### src/rtl/cmp_pkg.sv
// Shared state encoding and width helper for the iterative magnitude comparator.
package cmp_pkg;

    typedef enum logic [1:0] {
        IDLE = 2'd0,
        RUN  = 2'd1,
        DONE = 2'd2
    } state_t;

    // Ceiling log2; returns 0 for v <= 1.
    function automatic int clog2(input int v);
        int r;
        r = 0;
        while ((1 << r) < v) begin
            r = r + 1;
        end
        return r;
    endfunction

endpackage

### src/rtl/cmp_chunk.sv
// Combinational W-bit unsigned comparator slice producing greater-than and equal.
module cmp_chunk #(
    parameter int W = 2
) (
    input  logic [W-1:0] i_a,
    input  logic [W-1:0] i_b,
    output logic         o_gt,
    output logic         o_eq
);

    assign o_gt = (i_a > i_b);
    assign o_eq = (i_a == i_b);

endmodule

### src/rtl/iter_mag_cmp.sv
// Iterative magnitude comparator: walks CHUNK-bit slices MSB first and stops at the
// first differing slice; signed mode flips the sign bit on the MSB slice (offset binary).
module iter_mag_cmp
    import cmp_pkg::*;
#(
    parameter  int WIDTH  = 16,
    parameter  int CHUNK  = 2,
    localparam int NCHUNK = WIDTH / CHUNK,
    localparam int CW     = clog2(NCHUNK) + 1
) (
    input  logic             clk,
    input  logic             reset,
    input  logic             start,
    input  logic             sgn,
    input  logic [WIDTH-1:0] a,
    input  logic [WIDTH-1:0] b,
    output logic             ready,
    output logic             done,
    output logic             agtb,
    output logic             aeqb,
    output logic             altb,
    output logic             ageb,
    output logic [CW-1:0]    cycles
);

    state_t            r_state;
    state_t            w_state_nxt;
    logic [WIDTH-1:0]  r_a;
    logic [WIDTH-1:0]  r_b;
    logic              r_sgn;
    logic [CW-1:0]     r_idx;
    logic              r_agtb;
    logic              r_aeqb;
    logic              r_altb;
    logic              r_ageb;
    logic [CW-1:0]     r_cycles;

    logic              w_load;
    logic              w_fin;
    logic              w_last;
    logic [WIDTH-1:0]  w_flip;
    logic [WIDTH-1:0]  w_a_sh;
    logic [WIDTH-1:0]  w_b_sh;
    logic [31:0]       w_shamt;
    logic [CHUNK-1:0]  w_a_chk;
    logic [CHUNK-1:0]  w_b_chk;
    logic              w_gt;
    logic              w_eq;

    // Sign bit lives only in chunk 0, so the flip is applied just there.
    assign w_flip  = (r_sgn && (r_idx == '0)) ? {1'b1, {(WIDTH-1){1'b0}}} : '0;
    assign w_shamt = 32'(r_idx) * 32'(CHUNK);
    assign w_a_sh  = (r_a ^ w_flip) << w_shamt;
    assign w_b_sh  = (r_b ^ w_flip) << w_shamt;
    assign w_a_chk = w_a_sh[WIDTH-1 -: CHUNK];
    assign w_b_chk = w_b_sh[WIDTH-1 -: CHUNK];
    assign w_last  = (r_idx == CW'(NCHUNK - 1));

    cmp_chunk #(.W(CHUNK)) u_chunk (
        .i_a  (w_a_chk),
        .i_b  (w_b_chk),
        .o_gt (w_gt),
        .o_eq (w_eq)
    );

    always_ff @(posedge clk) begin
        if (reset) begin
            r_state <= IDLE;
        end else begin
            r_state <= w_state_nxt;
        end
    end

    always_comb begin
        w_state_nxt = r_state;
        w_load      = 1'b0;
        w_fin       = 1'b0;
        case (r_state)
            IDLE: begin
                if (start) begin
                    w_load      = 1'b1;
                    w_state_nxt = RUN;
                end
            end
            RUN: begin
                if (!w_eq || w_last) begin
                    w_fin       = 1'b1;
                    w_state_nxt = DONE;
                end
            end
            DONE:    w_state_nxt = IDLE;
            default: w_state_nxt = IDLE;
        endcase
    end

    always_ff @(posedge clk) begin
        if (reset) begin
            r_a      <= '0;
            r_b      <= '0;
            r_sgn    <= 1'b0;
            r_idx    <= '0;
            r_agtb   <= 1'b0;
            r_aeqb   <= 1'b0;
            r_altb   <= 1'b0;
            r_ageb   <= 1'b0;
            r_cycles <= '0;
        end else begin
            if (w_load) begin
                r_a   <= a;
                r_b   <= b;
                r_sgn <= sgn;
                r_idx <= '0;
            end else if ((r_state == RUN) && !w_fin) begin
                r_idx <= r_idx + CW'(1);
            end
            // On the final equal slice w_eq=1 and w_gt=0, giving the equal result.
            if (w_fin) begin
                r_agtb   <= w_gt;
                r_aeqb   <= w_eq;
                r_altb   <= !w_gt && !w_eq;
                r_ageb   <= w_gt || w_eq;
                r_cycles <= r_idx + CW'(1);
            end
        end
    end

    assign ready  = (r_state == IDLE);
    assign done   = (r_state == DONE);
    assign agtb   = r_agtb;
    assign aeqb   = r_aeqb;
    assign altb   = r_altb;
    assign ageb   = r_ageb;
    assign cycles = r_cycles;

endmodule

### config.mk
export PLATFORM = sky130hd
export DESIGN_NAME = iter_mag_cmp
export DESIGN_NICKNAME = d
export VERILOG_FILES = /design/src/rtl/cmp_pkg.sv /design/src/rtl/cmp_chunk.sv /design/src/rtl/iter_mag_cmp.sv
export SDC_FILE = /design/constraint.sdc
export NUM_CORES = 1
export LEC_CHECK = 0
export BUFFER_PORTS_ARGS = -buffer_cell sky130_fd_sc_hd__buf_2
export CAP_MARGIN = 20
export CORE_MARGIN = 2
export CORE_UTILIZATION = 40
export DETAILED_ROUTE_END_ITERATION = 6
export GPL_ROUTABILITY_DRIVEN = 0
export PLACE_DENSITY = 0.67
export SYNTH_ARGS = -nofsm -noshare
export SYNTH_HDL_FRONTEND = slang
export SYNTH_SLANG_ARGS = --single-unit
### constraint.sdc
create_clock -name clk -period 4.5 [get_ports clk]
set_input_delay 0.225 -clock clk [delete_from_list [all_inputs] [get_ports clk]]
set_output_delay 0.225 -clock clk [all_outputs]
set_load 0.02 [all_outputs]
Yosys cells after proc, flatten, opt, wreduce, memory -nomap -nowiden
Index checks and enable logic that the tools add are counted.

Register bits: 47. Input port bits: 36. Logic and storage cells: 42.

$add $sub $neg: 1. $lt $le $gt $ge: 1. Equality and inequality tests: 6. Shift-type cells: 2. Multiplexer cells: 8. Bitwise logic cells: 2. Reductions and logical operators: 12.

Operators with widths (count): $shl A16 B5 Y16 (2); $xor A16 B16 Y16 (2); $mux W16 (1); $add A4 B1 Y4 const B (1); $eq A4 B3 Y1 const B (1); $logic_not A4 Y1 (1); $mux W1 (4); $mux W2 (2); $ne A2 B2 Y1 const B (2); $pmux W2 S2 (1); $logic_and A1 B1 Y1 (3); $logic_not A1 Y1 (3); $eq A2 B1 Y1 const B (1); $eq A2 B2 Y1 (1); $eq A2 B2 Y1 const B (1); $gt A2 B2 Y1 (1); $logic_not A2 Y1 (1); $logic_or A1 B1 Y1 (2); $reduce_and A2 Y1 (1); $reduce_or A2 Y1 (1).

Longest topological paths before layout
Word-level depth: 12. Mapped depth: 11.

Cells and area by module
A second synthesis with hierarchy kept.

Cell total of the unflattened synthesis: 258. Area, all modules: 2179.6 sq um.

Modules (own cells, without submodules): iter_mag_cmp (times used 1, cells each 250, area an instance 2119.5 sq um); cmp_chunk (times used 1, cells each 8, area an instance 60.1 sq um).

Worst setup path after synthesis
OpenSTA, ideal clock, no wires.

Path kind: register to register. From: register r_idx[0]. To: register r_idx[3]. Setup time: 0.070 ns. Arrival: 2.776 ns. Data required time: 4.430 ns. Path slack: 1.655 ns. Stages on the path, launching flop included: 12. Clock period less this slack: 2.845 ns. Cell sequence: dfxtp_1 -> buf_2 -> clkbuf_1 -> inv_1 -> ha_1 -> and4bb_2 -> mux2i_1 -> o211a_1 -> ha_1 -> nand4b_1 -> or4_1 -> a21oi_1.

Longest elaborated chain between the ends: 12. Elaborated cells between the ends (all ways): 16. Classes of those cells: add/sub: 1; eq/ne: 2; shift: 2; mux: 3; bitwise: 2; reduce/logical: 6.

Ends and longest elaborated chain: start, declared (line iter_mag_cmp.sv:31) `logic [CW-1:0] r_idx;`; start signal, assigned (line iter_mag_cmp.sv:114) `r_idx <= r_idx + CW'(1);`; $logic_not A4 Y1 (line iter_mag_cmp.sv:51) `assign w_flip = (r_sgn && (r_idx == '0)) ? {1'b1, {(WIDTH-1){1'b0}}} : '0;`; $logic_and A1 B1 Y1 (line iter_mag_cmp.sv:51); $mux W16 (line iter_mag_cmp.sv:51); $xor A16 B16 Y16, on equally long branches (line iter_mag_cmp.sv:53, iter_mag_cmp.sv:54); $shl A16 B5 Y16, on equally long branches (line iter_mag_cmp.sv:53, iter_mag_cmp.sv:54); $eq A2 B2 Y1 (line cmp_chunk.sv:12) `assign o_eq = (i_a == i_b);`; $logic_not A1 Y1 (line iter_mag_cmp.sv:86) `if (!w_eq || w_last) begin`; $logic_or A1 B1 Y1 (line iter_mag_cmp.sv:86); $mux W1 (line iter_mag_cmp.sv:86); $mux W1 (line iter_mag_cmp.sv:78) `case (r_state)`; $logic_not A1 Y1 (line iter_mag_cmp.sv:113) `end else if ((r_state == RUN) && !w_fin) begin`; $logic_and A1 B1 Y1 (line iter_mag_cmp.sv:113).

Several ways; a longest one is shown, not always the timed one. A chain may end at the register's enable or synchronous reset.

Worst setup path in the final report
Same ends and word-level chain as after synthesis.

==> flow_summary_export.csv <==
group,metric,value,unit
worst_setup_path,setup.worst_path.start_class,"flop",
cts,clk_latency,0.30,ns
cts,postCtsSetupRepairBufs,0,
power,pwr-share-clk,0.320,
route,antenna_left,0,
synth,ys.flop_type,"dfxtp_1",
floorplanning,die_y,77.1,um
timing,finalMaxSlewViolations,0,
synth,synthMuxAreaShare,0.0930,
place,dp_hpwl,3130,um
timing,setup_violations,0,
power,netSwitchingPower,0.277,mW
min_path,min_path_type,"in2reg",
cts,cts-root-buf,"clkbuf_8",
power,seq_power_share,0.489,
synth,yosys.area.top_type,"dfxtp_1",
cts,numCtsBuffers,5,
power,peakVddDrop,172,uV
worst_setup_path,crit_path_end_kind,"flop",
synth,syn-num-nets,292,
timing,fin_crit_sh,0.702,
route,wl,4490,um
synth,synth_compound_area_frac,0.178,
synth,yosys.area_share.simple,0.213,
synth,syn_area,2140,sq um
cts,cts.repair.resized,0,
layout,drive_above_1_share,0.238,
route,via_per_inst,5.04,
synth,synthArstFlopShare,0,
floorplanning,coreArea,5140,sq um
timing,clock.fmax,317,MHz
layout,final_cell_mix,"nand2_1 (73), dfxtp_1 (47), buf_2 (45)",
worst_setup_path,path_max_fanout,20,
cts,clkSinkCount,47,
synth,synth_xor_area_frac,0.00819,
timing,slew_headroom,0.439,
synth,syn_inst,252,
global_routing,gr-total-overflow,0,
synth,syn_avg_cell_area,8.49,sq um
global_routing,grt_max_degree,41,
layout,final_nets,329,
cts,cts_hold_buf,0,
place,io_buffers,45,
flow_run,drv_cap,0,
global_routing,grt_pass1_vias,1819,
floorplanning,io_pins,46,
timing,min_period,3.16,ns
route,drc,0,
floorplanning,die_w,77.1,um
power,p_sw_frac,0.284,
timing,skew,0.0113,ns
power,intPower,0.701,mW
worst_setup_path,required,4.73,ns
timing,worst_pin_slew,0.840,ns
floorplanning,initial_core_util,0.416,
global_routing,grtUsageTotal,0.168,
power,power_leakage,1.02,nW
synth,synth_top_family_by_area,"simple AND/OR/NAND/NOR gates",
cts,clk_pin_slew,0.10,ns
global_routing,grt_antenna_before_repair,0,
floorplanning,dieArea,5950,sq um
synth,synth_edf_count,0,
floorplanning,rows,26,
route,first_pass_iters,4,
route,vias,1815,
synth,yosysWarningCount,0,
power,p_comb_frac,0.190,
synth,synth.area.top_cells,"dfxtp_1 (44%), nand2_1 (13%), a21oi_1 (9.1%)",
worst_setup_path,worstSetupPathType,"reg2reg",
run_status,status,"finished clean",
layout,mostFrequentLayoutCell,"nand2_1",
synth,synthAdderAreaFrac,0.0234,
cts,cts_tree,"yes",
synth,synth_cell_types,42,
route,wl_per_cell,12.5,um
power,p_per_area,388,nW/um^2
synth,synth_top_area_share,0.440,
global_routing,grt_pass1_wl,8140,um
worst_setup_path,cp.arrival,3.39,ns
layout,area_delta_synth_final,17.7,%
timing,rsz0062_at_grt,"no",
synth,synth_seq_area_share,0.440,
cts,clk_path_buf_depth,2,
timing,hold-worst-slack,0.150,ns
cts,htreeDepth,2,
route,drt_iter0_drc,109,
synth,ys_ff_latch,47,
layout,diodes,0,
timing,hold_viol_final,0,
timing,fin_setup_tns,0,ns
==> path summary, 6_finish.rpt <==
check             startpoint        to  slack (ns)  cells past startpoint
setup / recovery    r_idx[0]  r_idx[3]        1.34                      9
hold / removal          b[1]    r_b[1]        0.15                      3
setup reg to reg    r_idx[0]  r_idx[3]        1.34                      9
hold reg to reg       r_a[4]    r_a[4]        0.46                      2
==> cell usage after synthesis, types with 2 or more instances <==
cell	number
a21o_1	2
a21oi_1	39
a22o_1	2
buf_2	2
clkbuf_1	12
dfxtp_1	47
ha_1	4
inv_1	5
mux2_2	3
mux2i_1	3
mux4_2	6
nand2_1	73
nor2_1	6
nor2b_1	7
o211a_1	2
o211ai_1	4
o21a_1	2
o21ai_0	8
or3b_2	2
==> cells by family (layout without fill, tap and decap cells) <==
| logic type | after synthesis | after routing |
|---|---|---|
| compound gates | 65 | 65 |
| xor+xnor | 2 | 2 |
| fa+ha+maj | 4 | 4 |
| buf+inv | 22 | 60 |
| flops | 47 | 47 |
| mux | 12 | 12 |
| simple gates | 100 | 100 |
==> per-layer routing <==
layer | track usage | vias to the layer above | share of wire
met3 | 0.0388 | 2 | 0.041
li1 | - | 935 | -
met5 | 0 | - | 0
met2 | 0.288 | 39 | 0.49
met4 | 0.0643 | 0 | 0.0076
met1 | 0.204 | 839 | 0.46
==> power groups by stage <==
stage / clock network, mW / registers [mW] / logic, mW
5_1_grt: 0.339 / 0.485 / 0.212
3_3_place_gp: 0 / 0.488 / 0.181
2_1_floorplan: 0 / 0.487 / 0.128
4_1_cts: 0.320 / 0.479 / 0.185
6_report: 0.313 / 0.478 / 0.186
3_5_place_dp: 0 / 0.488 / 0.184
==> per-stage QoR <==
stage / instances / power (mW) / cell area [sq um] / setup slack, ns / util
after floorplan: 252 / 0.616 / 2140 / 1.65 / -
after global placement: 351 / 0.669 / 2390 / 1.46 / 0.464
after detailed placement: 351 / 0.673 / 2390 / 1.36 / 0.464
after CTS: 359 / 0.984 / 2500 / 1.36 / 0.487
after global routing: 360 / 1.04 / 2520 / 1.02 / 0.490
final: 360 / 0.978 / 2520 / 1.34 / 0.490
==> registers in the layout, summed over array words and instances (netlist names) <==
signal	count
r_state	2
altb	1
r_a	16
r_b	16
r_idx	4
agtb	1
ageb	1
cycles	4
aeqb	1
r_sgn	1
==> layout make-up <==
class / count / area, sq um
clock buffers: 5 / 68.8
clock inverters: 3 / 47.5
fillers: 555 / 2620
inverters: 6 / 22.5
multi-input cells: 183 / 1110
flip-flops and latches: 47 / 941
well taps: 70 / 87.6
repair buffers: 46 / 240
==> critical path: stages, from the launching register on <==
cell and delay, ns:
dfxtp_1 0.88, inv_1 0.10, ha_1 0.22, and4bb_2 0.24, mux2i_1 0.12, o211a_1 0.21, ha_1 0.33, nand4b_1 0.29
or4_1 0.55, a21oi_1 0.14
Note: power is estimated with default switching activity, not from simulation.
